==> src/rtl/fifo_uart_drain.sv <==
// fifo_uart_drain: pops FWFT FIFO bytes and sends them as back-to-back UART frames.
// Build with FIFO_UART_DRAIN_PARITY_EN defined for 8E1 frames; 8N1 otherwise.
module fifo_uart_drain #(
    parameter int G_CLK_PER_BIT = 8,
    parameter int G_COUNT_WIDTH = 16
) (
    input  logic                     i_clk,
    input  logic                     i_rst_n,
    input  logic [7:0]               i_data,
    input  logic                     i_data_empty,
    output logic                     o_data_rd,
    input  logic                     i_enable,
    output logic                     o_tx,
    output logic                     o_busy,
    output logic [G_COUNT_WIDTH-1:0] o_frame_count
);

    localparam int CW = $clog2(G_CLK_PER_BIT);
    localparam logic [CW-1:0] LAST = CW'(G_CLK_PER_BIT - 1);

    typedef enum logic [2:0] {
        IDLE   = 3'd0,
        START  = 3'd1,
        DATA   = 3'd2,
        PARITY = 3'd3,
        STOP   = 3'd4
    } state_t;

    state_t                   state, state_d;
    logic [CW-1:0]            cnt, cnt_d;
    logic [2:0]               idx, idx_d;
    logic [7:0]               sh, sh_d;
    logic [G_COUNT_WIDTH-1:0] count, count_d;
    logic                     tx, tx_d;
    logic                     rd;
    logic                     go;
    logic                     bit_end;
`ifdef FIFO_UART_DRAIN_PARITY_EN
    logic                     par;
`endif

    assign go        = i_enable && !i_data_empty;
    assign bit_end   = (cnt == LAST);
    assign o_data_rd = rd;
    assign o_tx      = tx;
    assign o_busy    = (state != IDLE);
    assign o_frame_count = count;

    // Next-state, pop decision and next line level.
    always_comb begin
        state_d = state;
        cnt_d   = bit_end ? '0 : cnt + 1'b1;
        idx_d   = idx;
        sh_d    = sh;
        count_d = count;
        rd      = 1'b0;
        unique case (state)
            IDLE: begin
                cnt_d = '0;
                if (go) begin
                    rd      = 1'b1;
                    sh_d    = i_data;
                    state_d = START;
                end
            end
            START: begin
                if (bit_end) begin
                    idx_d   = 3'd0;
                    state_d = DATA;
                end
            end
            DATA: begin
                if (bit_end) begin
                    sh_d = {1'b0, sh[7:1]};
                    if (idx == 3'd7) begin
`ifdef FIFO_UART_DRAIN_PARITY_EN
                        state_d = PARITY;
`else
                        state_d = STOP;
`endif
                    end else begin
                        idx_d = idx + 3'd1;
                    end
                end
            end
`ifdef FIFO_UART_DRAIN_PARITY_EN
            PARITY: begin
                if (bit_end) state_d = STOP;
            end
`endif
            STOP: begin
                if (bit_end) begin
                    count_d = count + 1'b1;
                    if (go) begin
                        rd      = 1'b1;
                        sh_d    = i_data;
                        state_d = START;
                    end else begin
                        state_d = IDLE;
                    end
                end
            end
            default: state_d = IDLE;
        endcase

        unique case (state_d)
            START:   tx_d = 1'b0;
            DATA:    tx_d = sh_d[0];
`ifdef FIFO_UART_DRAIN_PARITY_EN
            PARITY:  tx_d = par;
`endif
            default: tx_d = 1'b1;
        endcase
    end

    // State, counters, shift register and registered line output.
    always_ff @(posedge i_clk) begin
        if (!i_rst_n) begin
            state <= IDLE;
            cnt   <= '0;
            idx   <= '0;
            sh    <= '0;
            count <= '0;
            tx    <= 1'b1;
        end else begin
            state <= state_d;
            cnt   <= cnt_d;
            idx   <= idx_d;
            sh    <= sh_d;
            count <= count_d;
            tx    <= tx_d;
        end
    end

`ifdef FIFO_UART_DRAIN_PARITY_EN
    // Even parity of the byte, captured when it is popped.
    always_ff @(posedge i_clk) begin
        if (!i_rst_n) par <= 1'b0;
        else if (rd)  par <= ^i_data;
    end
`endif

endmodule

==> config.mk <==
export PLATFORM = sky130hd
export DESIGN_NAME = fifo_uart_drain
export DESIGN_NICKNAME = d
export VERILOG_FILES = /design/src/rtl/fifo_uart_drain.sv
export SDC_FILE = /design/constraint.sdc
export NUM_CORES = 1
export LEC_CHECK = 0
export BUFFER_PORTS_ARGS = -buffer_cell sky130_fd_sc_hd__buf_2
export CAP_MARGIN = 40
export CORE_ASPECT_RATIO = 0.6
export CORE_MARGIN = 4
export CORE_UTILIZATION = 45
export CTS_CLUSTER_DIAMETER = 150
export DETAILED_ROUTE_END_ITERATION = 7
export GPL_TIMING_DRIVEN = 0
export PLACE_DENSITY = 0.7
export SETUP_SLACK_MARGIN = 0.05
export SYNTH_ARGS = -nofsm -noshare
export SYNTH_HDL_FRONTEND = slang
export SYNTH_SLANG_ARGS = --single-unit
==> constraint.sdc <==
create_clock -name i_clk -period 1.6 [get_ports i_clk]
set_input_delay 0.16 -clock i_clk [delete_from_list [all_inputs] [get_ports i_clk]]
set_output_delay 0.16 -clock i_clk [all_outputs]
set_load 0.02 [all_outputs]
==> results by group <==
Placed design
  – DPL Wire Length: 2850 um
  – GPL Wtd Cong: 0.791
  – Post-place setup slack: -0.255 ns
  – IO buf count: 30

Worst hold path
  – Worst min path class: in2reg

Logic synthesis
  – Syn Nets: 199
  – Number of synthesized flops with an enable pin: 0
  – Post-synth cell types: 39
  – Area leader, netlist: dfxtp_1
  – Synth area leaders: dfxtp_1, nor2_1, nand2_1
  – Mean post-synth cell area: 9.03 sq um
  – Simple-gate portion of the synthesized area: 33.1%
  – Synth Flop Type: dfxtp_1
  – Sequential area share after synthesis: 41.6%
  – Leading cell type by number of instances after synthesis: dfxtp_1
  – Mux contribution to synthesized area: 0.689%
  – Main combinational cell family by area after synthesis: simple AND/OR/NAND/NOR gates
  – Synth top area share: 41.6%
  – Register bit count reported by yosys: 34
  – Synth Cell Area: 1640 sq um
  – Warnings from Yosys: 0
  – Synth Instances: 181
  – Complex-gate fraction of the synthesized area: 9.33%
  – Fraction of registers with async set/reset: 0%
  – Adder-Cell Fraction of Synth Area: 4.59%
  – Synth cell count leaders: dfxtp_1, nor2_1, nand2_1, nand3_1, xor2_1
  – Xor and xnor area share after synthesis: 8.03%

Pwr
  – Switching share of power: 23.8%
  – Logic pwr share: 9.0%
  – Clk pwr share: 36.7%
  – PD cells: 730 nW/um^2
  – Seq pwr share: 54.4%
  – Power Total: 0.00160 W
  – P_sw: 0.000382 W
  – Standby leakage power: 0.932 nW
  – Max IR drop VDD: 0.481 mV
  – P_int: 0.00122 W

Global route
  – Initial antenna violation count: 0
  – First-pass GRT wire length: 6400 um
  – Number of global-route vias before repair: 1366
  – Total gr overflow: 0
  – GRT Resource Usage Total: 18.1%
  – Largest net degree at the start of global routing: 11

Critical path
  – CP Buf/Inv Count: 1
  – Critical Path AT: 1.51 ns
  – CP top delay family: simple AND/OR/NAND/NOR gates
  – Critical-path cell with the highest stage delay: dfxtp_2
  – Worst stage delay on the critical path: 0.34 ns
  – Critical path endpoint category: output pin
  – Crit-path max FO: 6
  – Most numerous cell on the critical path: ha_4
  – CP required: 1.44 ns
  – Startpoint types: flip-flop
  – CP cell instances: ha_4, ha_4, nand2b_4, nor4b_4, buf_4
  – Crit Path Class: reg2out

STA
  – Clk_skew: 0.00362 ns
  – Max-slew violations: 0
  – Min cycle time layout: 1.67 ns
  – Final period utilization: 105%
  – Slew @ Worst Pin: 0.535 ns
  – Final worst slack: -0.0741 ns
  – Unrepaired setup endpoints after global routing: yes
  – Final Setup Violations: 17
  – Final Hold Violating Endpoints: 0
  – Worst slew margin: 64.3%
  – Fmax: 0.597 GHz

Die
  – Die area: 4690 sq um
  – Chip width: 85.8 um
  – Starting Density: 48.6%
  – Die H: 54.7 um
  – I/O pins: 31
  – Core Rows: 16
  – Core area: 3360 sq um

Outcome
  – Status: finished, violations left
  – Failing checks: setup timing

Clock tree
  – Clock Pin Slew Worst Setup and Hold Paths: 0.06 ns
  – Htree depth: 2
  – Worst-Skew Late Latency: 0.28 ns
  – Clock Path Buffers: 2
  – Sink Count: 34
  – CTS Hold Buffers Added: 0
  – Total CTS buffers: 5
  – Clock Tree Root: clkbuf_8
  – CTS tree: built

Finish
  – NumNets Final: 248
  – Diodes inserted: 0
  – Layout cell share with drive strength beyond 1: 39.6%
  – Layout area overhead: 34.2%

Route
  – Number of remaining DRC errors: 0
  – DR pass1 iterations: 4
  – DR vias/cell: 5.44
  – Routed Wire Length: 4070 um
  – Iter 0 DRT Violations: 101
  – Wirelength per Cell: 14.8 um
  – Via count: 1496
  – Routed Antenna Nets: 0

Run
  – Max_cap viols: 0
[final timing paths]
check	from	cells after the start	slack, ns	to
min	i_data[7]	3	0.11	sh[7]
max	cnt[0]	5	-0.07	o_data_rd
min reg2reg	sh[6]	2	0.45	sh[6]
max reg2reg	cnt[0]	7	-0.05	o_frame_count[9]
[routing by layer]
layer,vias to the layer above,GRT usage [%],wire length [um]
met5,-,0,0
met4,0,7.11,43
met3,5,4.81,172
met2,30,29.4,2020
met1,743,23.2,1830
li1,718,-,-
[timing repair]
item	4_1_cts	5_1_grt
pin swaps	7	13
hold endpoints to repair	0	0
gates cloned	0	0
buffers inserted	9	3
setup endpoints to repair	24	28
gates resized for setup	17	22
[worst min-delay path: stages]
cell,delay (ns)
buf_2,0.09
nand2_1,0.04
o21ai_1,0.05
[flip-flops by register name, summed over array words and instances, names as in the netlist]
name / flops
cnt: 3
idx: 3
o_frame_count: 16
o_tx: 1
sh: 8
state: 3
[cell usage in the layout (no fill, tap or decap), types with 4 or more instances in the layout]
| cell type | synthesis | layout |
|---|---|---|
| dfxtp_1 | 34 | 32 |
| buf_2 | 1 | 30 |
| nor2_1 | 26 | 22 |
| nand2_1 | 22 | 21 |
| buf_4 | 1 | 10 |
| nand3_1 | 11 | 9 |
| xor2_1 | 9 | 9 |
| o21ai_1 | 5 | 7 |
| a21oi_1 | 8 | 5 |
| clkbuf_8 | 0 | 5 |
| buf_6 | 1 | 4 |
| nand2b_1 | 6 | 4 |
| xnor2_1 | 6 | 4 |
[power by group through the flow]
| stage | Combinational (W) | Sequential, W | Clock (W) |
|---|---|---|---|
| floorplan | 0.0000639 | 0.000889 | 0 |
| global placement | 0.0000976 | 0.000888 | 0 |
| detailed placement | 0.000102 | 0.000888 | 0 |
| CTS | 0.000126 | 0.000869 | 0.000604 |
| global route | 0.000156 | 0.000871 | 0.000637 |
| finish | 0.000144 | 0.000871 | 0.000587 |
[area by class of cell]
class	count	area, sq um
Multi-Input combinational cell	139	1070
Clock buffer	5	68.8
Inverter	3	11.3
Timing Repair Buffer	42	262
Fill cell	257	1170
Sequential cell	34	683
Clock inverter	2	10.0
Buffer	5	31.3
Tap cell	45	56.3
[per-stage QoR]
stage	utilization (%)	hold slack (ns)	cell area [sq um]	std cells	TNS (ns)
4_1_cts	62.2	0.112	2090	272	-0.384
3_5_place_dp	55.8	0.403	1880	256	-2.24
5_1_grt	65.3	0.126	2190	275	-2.53
6_report	65.3	0.105	2190	275	-0.520
3_3_place_gp	55.8	0.405	1880	256	-1.18
2_1_floorplan	-	0.246	1670	181	-0.124
[kinds of logic after synthesis]
kind of cell	after synthesis
buffers and inverters	8
AO/OA/AOI/OAI	26
XOR/XNOR	15
adder cells (fa/ha/maj)	6
multiplexers	1
flip-flops	34
AND/OR/NAND/NOR	91
No activity file was read; power rests on OpenSTA's default activity.
